File: config.mk
export PLATFORM = sky130hd
export DESIGN_NAME = fetch_sequencer
export DESIGN_NICKNAME = d
export VERILOG_FILES = /design/src/rtl/fetch_sequencer.sv
export SDC_FILE = /design/constraint.sdc
export NUM_CORES = 1
export LEC_CHECK = 0
export ABC_AREA = 1
export CAP_MARGIN = 20
export CORE_MARGIN = 1.5
export CORE_UTILIZATION = 53
export CTS_BUF_LIST = sky130_fd_sc_hd__clkbuf_16
export DETAILED_ROUTE_END_ITERATION = 6
export PLACE_DENSITY = 0.85
export SYNTH_ARGS = -nofsm -noshare
export SYNTH_HDL_FRONTEND = slang
export SYNTH_SLANG_ARGS = --single-unit
File: constraint.sdc
create_clock -name clk -period 2.03 [get_ports clk]
set_clock_uncertainty 0.05 [all_clocks]
set_input_delay 0.406 -clock clk [delete_from_list [all_inputs] [get_ports clk]]
set_output_delay 0.406 -clock clk [all_outputs]
set_load 0.05 [all_outputs]
File: src/rtl/fetch_sequencer.sv
// Instruction-ROM program sequencer: PC, call/return stack, fetch/issue handshake.
// Define FETCH_STACK_CHECK_EN for stack overflow/underflow detection with a sticky stk_err.
module fetch_sequencer #(
    parameter int WORD_WIDTH  = 24,
    parameter int ADDR_BITS   = 8,
    parameter int STACK_DEPTH = 8,
    localparam int SP_BITS    = $clog2(STACK_DEPTH) + 1
) (
    input  logic                  clk,
    input  logic                  rst,
    input  logic                  en,
    output logic [ADDR_BITS-1:0]  rom_addr,
    input  logic [WORD_WIDTH-1:0] rom_data,
    output logic                  instr_valid,
    output logic [WORD_WIDTH-17:0] opcode,
    output logic [15:0]           operand,
    output logic [ADDR_BITS-1:0]  pc,
    input  logic                  done,
    input  logic [2:0]            flow_op,
    input  logic                  acu_nz,
    output logic [SP_BITS-1:0]    sp,
    output logic                  stk_err
);
    localparam int PTR_BITS = SP_BITS - 1;

    localparam logic [2:0] OP_JMP = 3'd1;
    localparam logic [2:0] OP_JMA = 3'd2;
    localparam logic [2:0] OP_CLL = 3'd3;
    localparam logic [2:0] OP_RET = 3'd4;
    localparam logic [2:0] OP_RST = 3'd5;

    typedef enum logic {S_FETCH, S_ISSUE} state_t;

    state_t                 state, state_nx;
    logic [ADDR_BITS-1:0]   pc_q, pc_nx, pc_inc, target;
    logic [WORD_WIDTH-1:0]  ir_q;
    logic [SP_BITS-1:0]     sp_q, sp_nx;
    logic [PTR_BITS-1:0]    ptr, ptr_inc, ptr_dec;
    logic                   push, load_ir;
    logic [ADDR_BITS-1:0]   stack [STACK_DEPTH];
`ifdef FETCH_STACK_CHECK_EN
    logic                   err_q, err_nx;
`endif

    assign pc_inc  = pc_q + ADDR_BITS'(1);
    assign target  = ir_q[ADDR_BITS-1:0];
    assign ptr     = sp_q[PTR_BITS-1:0];
    assign ptr_inc = ptr + PTR_BITS'(1);
    assign ptr_dec = ptr - PTR_BITS'(1);

    always_comb begin
        state_nx = state;
        pc_nx    = pc_q;
        sp_nx    = sp_q;
        push     = 1'b0;
        load_ir  = 1'b0;
`ifdef FETCH_STACK_CHECK_EN
        err_nx   = err_q;
`endif
        if (en) begin
            case (state)
                S_FETCH: begin
                    load_ir  = 1'b1;
                    state_nx = S_ISSUE;
                end
                S_ISSUE: begin
                    if (done) begin
                        state_nx = S_FETCH;
                        case (flow_op)
                            OP_JMP: pc_nx = target;
                            OP_JMA: pc_nx = acu_nz ? target : pc_inc;
                            OP_CLL: begin
`ifdef FETCH_STACK_CHECK_EN
                                if (sp_q == SP_BITS'(STACK_DEPTH)) begin
                                    pc_nx  = pc_inc;
                                    err_nx = 1'b1;
                                end else begin
                                    push  = 1'b1;
                                    sp_nx = sp_q + SP_BITS'(1);
                                    pc_nx = target;
                                end
`else
                                push  = 1'b1;
                                sp_nx = {1'b0, ptr_inc};
                                pc_nx = target;
`endif
                            end
                            OP_RET: begin
`ifdef FETCH_STACK_CHECK_EN
                                if (sp_q == '0) begin
                                    pc_nx  = pc_inc;
                                    err_nx = 1'b1;
                                end else begin
                                    sp_nx = sp_q - SP_BITS'(1);
                                    pc_nx = stack[ptr_dec];
                                end
`else
                                sp_nx = {1'b0, ptr_dec};
                                pc_nx = stack[ptr_dec];
`endif
                            end
                            OP_RST: begin
                                pc_nx = '0;
                                sp_nx = '0;
                            end
                            default: pc_nx = pc_inc;
                        endcase
                    end
                end
                default: state_nx = S_FETCH;
            endcase
        end
    end

    always_ff @(posedge clk or posedge rst) begin
        if (rst) state <= S_FETCH;
        else     state <= state_nx;
    end

    always_ff @(posedge clk or posedge rst) begin
        if (rst) begin
            pc_q <= '0;
            ir_q <= '0;
            sp_q <= '0;
        end else begin
            if (load_ir) ir_q <= rom_data;
            pc_q <= pc_nx;
            sp_q <= sp_nx;
        end
    end

    // Stack RAM carries no reset; entries are only meaningful once pushed.
    always_ff @(posedge clk) begin
        if (push) stack[ptr] <= pc_inc;
    end

`ifdef FETCH_STACK_CHECK_EN
    always_ff @(posedge clk or posedge rst) begin
        if (rst) err_q <= 1'b0;
        else     err_q <= err_nx;
    end
    assign stk_err = err_q;
`else
    assign stk_err = 1'b0;
`endif

    assign rom_addr    = pc_q;
    assign pc          = pc_q;
    assign instr_valid = (state == S_ISSUE);
    assign opcode      = ir_q[WORD_WIDTH-1:16];
    assign operand     = ir_q[15:0];
    assign sp          = sp_q;
endmodule

==> flow_summary.toml, run 1 <==
[floorplan]
initial_utilization = 0.555
die_width_um = 96.3
die_area_um2 = 9270
fp.dieH_um = 96.3
core_area_um2 = 8300
design.portCount = 78
row_count = 33

[detailed_routing]
drtIter0Drc = 325
drt-vias-per-instance = 5.41
firstDrtPassIters = 5
route.antenna.remaining_nets = 0
vias = 3518
routed_wirelength_um = 11300
drt_drc_violations_left = 0
routed_wire_length_per_instance_um = 17.4

[sta]
fin_crit_sh = 0.982
slew_headroom = 0.643
pin_slew_with_the_least_headroom_to_its_limit_ns = 0.534
finalSetupViolations = 0
finalCriticalPeriod_ns = 1.99
timing_hold_violations_final = 0
timing.fmax_mhz = 502
final_max_slew_viol_count = 0
finalHoldWorstSlack_ns = 0.352
unrepaired_setup_endpoints_after_global_routing = "no"
final_critical_path_setup_slack_ns = 0.0364

[synthesis]
synth.top_cell.area_share = 0.417
postSynth.asyncResetShare = 0.360
synth-warning-count = 0
synth_seq_area_share = 0.612
synth.top_cells.by_area = "edfxtp_1 (42%), dfrtp_1 (20%), nand2_1 (8.6%)"
ys_dominant_reg_cell = "edfxtp_1"
synth.largest_area_cell = "edfxtp_1"
synth.avg_cell_area_um2 = 10.3
synth_top_cells_by_count = "nand2_1 (105), edfxtp_1 (64), inv_1 (52), nor2_1 (48), dfrtp_1 (36)"
area_of_the_mapped_netlist_um2 = 4610
yosys.cell_types.count = 30
synthMostInstantiatedCell = "nand2_1"
synth_cells = 449
flip_flop_and_latch_count_after_synthesis = 100
count_of_flip_flops_with_a_built_in_enable_after_synthesis = 64

[setup_path]
critical_path.cell_chain = "clkdlybuf4s50_1"
critical_path.n_buffers_inverters = 1
critPathKind = "reg -> out"
critPathCaptureType = "output pin"
worst-endpoint-arrival_ns = 1.54
critical_path.max_stage_delay_ns = 0.83
r2r_end = "pc[7]$_DFFE_PP0P_"
reg2reg_from = "sp[0]$_DFFE_PP0P_"
critical_path_s_top_delay_family = "buffers and inverters"
ff2ff_setup_slack_ns = 0.17
critPathMaxFanout = 3
cp.required_ns = 1.57
worst_r2r_path_depth = 8
worst_setup_path_start_kind = "flop"
crit_path_top_delay_cell = "clkdlybuf4s50_1"

[place]
routabilityCongestion = 0.911
place_ws_ns = -0.0816
port_buffers = 75
dp.final_hpwl_um = 7910

[grt]
grt_pass1_vias = 3502
first_pass_grt_wire_length_um = 17900
grt_start_max_net_pins = 41
antenna_found_initial = 0
grt.total_usage = 0.270
globalRoute.totalOverflow = 0

[layout]
ff_latch_area_um2 = 2820
fillCellCount = 551
areaGrowthSynthToFinish_pct = 26.2
antenna_cells = 0
net_count_final = 575
post-route-util = 0.701
final_layout_size_suffix_gt1_frac = 0.191
multiInputGateArea_um2 = 1410

[clocking]
cts-hold-fix-buffers = 0
clkLatencyLatePin_ns = 0.34
cts_htree_levels = 3
clock-sinks = 100
clock_path_buffers = 2
cts_resized = 0
cts_setup_buffers = 0
clock_tree_from_tritoncts = "done"
cts_made_buffers = 9
clock_tree.root_cell = "clkbuf_16"
reg_clk_slew_reported_paths_ns = 0.07

[min_path]
path_type_of_the_worst_min_delay_path = "in -> async"

[status]
status = "finished, final reports clean"

[flow_run]
cap_violations = 0

[power_and_ir_drop]
ir_drop_mv = 1.01
cellLeakagePower_nw = 2.58
powerDensity_nw_per_um2 = 1420
## how the worst max path moves through the flow
| stage | from | to | slack [ns] | depth (start not counted) |
|---|---|---|---|---|
| after floorplan | instr_valid$_DFFE_PP0P_ | stack[0][0]$_DFFE_PP_ | -0.17 | 4 |
| after global placement | en | stack[3][7]$_DFFE_PP_ | -0.03 | 6 |
| after detailed placement | en | stack[1][6]$_DFFE_PP_ | -0.08 | 6 |
| after CTS | pc[7]$_DFFE_PP0P_ | rom_addr[7] | 0.002 | 1 |
| after global routing | ir_q[7]$_DFFE_PP0P_ | operand[7] | 0.0008 | 1 |
| final | ir_q[0]$_DFFE_PP0P_ | operand[0] | 0.04 | 1 |
## report_power, final
part	switching, W	leakage, nW	internal, W
registers	0.000224	0.991	0.00261
logic	0.00262	1.44	0.00115
clock network	0.000730	0.145	0.000949
total	0.00357	2.58	0.00470
## logic make-up (layout without fill, tap and decap cells)
family | after synthesis | in the layout | synth area share
compound gates | 30 | 30 | 0.0345
fa+ha+maj | 3 | 3 | 0.00814
other cells | 1 | 2 | 0.000814
flops | 100 | 100 | 0.612
xor+xnor | 3 | 3 | 0.00570
buf+inv | 79 | 174 | 0.0833
mux | 24 | 24 | 0.0586
simple gates | 209 | 209 | 0.197
## routing by layer
metal | up-vias | share of wire | track usage | wire length, µm
li1 | 1626 | - | - | -
met3 | 30 | 0.10 | 0.0735 | 1170
met1 | 1642 | 0.39 | 0.347 | 4400
met2 | 220 | 0.48 | 0.425 | 5460
met4 | 0 | 0.026 | 0.126 | 297
met5 | - | 0 | 0 | 0
## cell type report
class / count / area share
clock buffers: 9 / 0.0387
clock inverters: 7 / 0.0112
inverters: 55 / 0.0359
multi-input cells: 271 / 0.243
flip-flops and latches: 100 / 0.485
well taps: 105 / 0.0226
repair buffers: 103 / 0.163
## flip-flops by register name (all words and copies together) (netlist names)
name         count
instr_valid      1
ir_q            24
pc               8
sp               3
stack           64
## through the flow
stage                     total power (W)  cell area [µm²]  TNS, ns  instances
after floorplan                   0.00537             4610   -10.70        450
after global placement            0.00645             5510   -0.980        634
after detailed placement          0.00658             5510    -4.31        634
after CTS                         0.00825             5800        0        650
after global routing              0.00863             5820        0        650
final                             0.00828             5820        0        650
## cell usage in the layout (no fill, tap or decap), types with 9 or more instances in the layout
cell,instances
clkbuf_16,9
o21ai_0,14
edfxtp_1,64
nor2_1,48
nand2_1,105
clkdlybuf4s50_1,49
a21oi_1,10
dfrtp_1,35
mux2_2,24
buf_4,46
inv_1,52
nand3_1,33
No activity file was read; power rests on OpenSTA's default activity.
==> run 2: changes to the inputs <==
CORE_MARGIN = not set   (was 1.5)
==> flow_summary.toml, run 2 (synthesized netlist as in run 1, its figures left out) <==
[floorplan]
core_area_um2 = 8300
die_area_um2 = 9070
design.portCount = 78
die_width_um = 95.3
row_count = 33
fp.dieH_um = 95.3
initial_utilization = 0.555

[grt]
globalRoute.totalOverflow = 0
grt.total_usage = 0.274
antenna_found_initial = 0
first_pass_grt_wire_length_um = 18000
grt_start_max_net_pins = 41
grt_pass1_vias = 3624

[layout]
net_count_final = 579
fillCellCount = 559
layout.cells.most_common = "nand2_1"
final_layout_size_suffix_gt1_frac = 0.197
mostFrequentLayoutCells = "nand2_1 (105), edfxtp_1 (64), inv_1 (52)"
antenna_cells = 0
largest_reg_flops = 64
max_flop_register = "stack"
ff_latch_area_um2 = 2820
areaGrowthSynthToFinish_pct = 26.7
fin_area_um2 = 5840
multiInputGateArea_um2 = 1410

[power_and_ir_drop]
power.combinational.fraction = 0.466
power.switching_w = 0.00365
share_clk_of_total_power = 0.196
netSwitchingFraction = 0.440
powerDensity_nw_per_um2 = 1420
cellInternalPower_w = 0.00465
p_seq_frac = 0.338
ir_drop_mv = 1.13
cellLeakagePower_nw = 2.58

[setup_path]
critical_path.n_buffers_inverters = 1
worst_setup_path_start_kind = "flop"
critPathCaptureType = "output pin"
reg2reg_from = "sp[0]$_DFFE_PP0P_"
worst-endpoint-arrival_ns = 1.54
critPathMaxFanout = 3
cp.required_ns = 1.57
critical_path.max_stage_delay_ns = 0.83
crit_start = "ir_q[1]$_DFFE_PP0P_"
critical_path.cell_chain = "clkdlybuf4s50_1"
crit_path_top_delay_cell = "clkdlybuf4s50_1"
critPathKind = "reg -> out"
critical_path_s_top_delay_family = "buffers and inverters"

[detailed_routing]
firstDrtPassIters = 5
met2WireLength_um = 5360
route.antenna.remaining_nets = 0
met3RoutedLength_um = 1270
drt_drc_violations_left = 0
drt-vias-per-instance = 5.49
vias = 3593
routed_wire_length_per_instance_um = 17.2
routed_wirelength_um = 11200
dr.max_layer_used = "met4"
detail_route.wirelength.met1_um = 4290
drtIter0Drc = 238

[sta]
slew_headroom = 0.390
pin_slew_with_the_least_headroom_to_its_limit_ns = 0.912
fin_crit_sh = 0.984
finalCriticalPeriod_ns = 2.00
finalSetupViolations = 0
final_critical_path_setup_slack_ns = 0.0334
timing.fmax_mhz = 501
timing_hold_violations_final = 0
final_max_slew_viol_count = 0
unrepaired_setup_endpoints_after_global_routing = "no"

[clocking]
cts_htree_levels = 3
cts_made_buffers = 9
clock_path_buffers = 2
clock_tree_from_tritoncts = "done"
clkLatencyLatePin_ns = 0.35
clock_tree.root_cell = "clkbuf_16"
reg_clk_slew_reported_paths_ns = 0.07
clock-sinks = 100

[place]
routabilityCongestion = 0.917
placement.cell_area_um2 = 5540
dp.final_hpwl_um = 8030
port_buffers = 75
place_ws_ns = -0.125

[min_path]
path_type_of_the_worst_min_delay_path = "in -> async"

[status]
status = "finished, final reports clean"

[flow_run]
cap_violations = 0
run 2: cell count changes in the layout (fill, tap and decap cells not counted), sizes merged:
cell and delta:
bufinv -1, dlygate4sd2 +1, clkinv -3, clkinvlp +3, buf +3, inv +1
run 2: metrics by stage:
stage | total power, W | TNS (ns) | utilization | hold WS, ns | std cells
2_1_floorplan | 0.00537 | -10.70 | - | 0.494 | 450
3_3_place_gp | 0.00657 | -2.12 | 0.667 | 0.437 | 638
3_5_place_dp | 0.00666 | -4.45 | 0.667 | 0.443 | 638
4_1_cts | 0.00828 | 0 | 0.702 | 0.300 | 654
5_1_grt | 0.00865 | 0 | 0.703 | 0.319 | 654
6_report | 0.00831 | 0 | 0.703 | 0.299 | 654
run 2: what timing repair did:
item	4_1_cts	5_1_grt
cloned	0	0
pin swaps	0	0
endpoints found under the setup margin	1	6
resized for setup	1	6
buffers inserted	0	0
hold buffers	0	0
run 2: worst paths after layout:
check	end	slack (ns)	depth (start not counted)
max in group asynchronous	sp[0]$_DFFE_PP0P_	1.25	3
worst min register to register	ir_q[12]$_DFFE_PP0P_	0.46	1
min in group clk	ir_q[12]$_DFFE_PP0P_	0.46	1
worst max register to register	pc[4]$_DFFE_PP0P_	0.11	9
worst min-delay path	ir_q[3]$_DFFE_PP0P_	0.30	3
worst max-delay path	operand[1]	0.03	1
run 2: power by group through the flow:
stage	logic [W]	registers (W)	clock network, W
after floorplan	0.00179	0.00358	0
after global placement	0.00374	0.00283	0
after detailed placement	0.00382	0.00284	0
after CTS	0.00384	0.00280	0.00164
after global routing	0.00411	0.00283	0.00171
final	0.00387	0.00281	0.00163
run 2: layout make-up:
class	instances	share of cell area
Multi-Input combinational cell	271	0.241
Tap cell	105	0.0225
Clock inverter	7	0.0103
Timing Repair Buffer	107	0.168
Sequential cell	100	0.484
Clock buffer	9	0.0386
Inverter	55	0.0358
run 2: metal layers:
metal | global-route usage | vias to the layer above
met5 | 0 | -
met4 | 0.122 | 0
met3 | 0.0845 | 27
met2 | 0.432 | 238
met1 | 0.347 | 1684
li1 | - | 1644
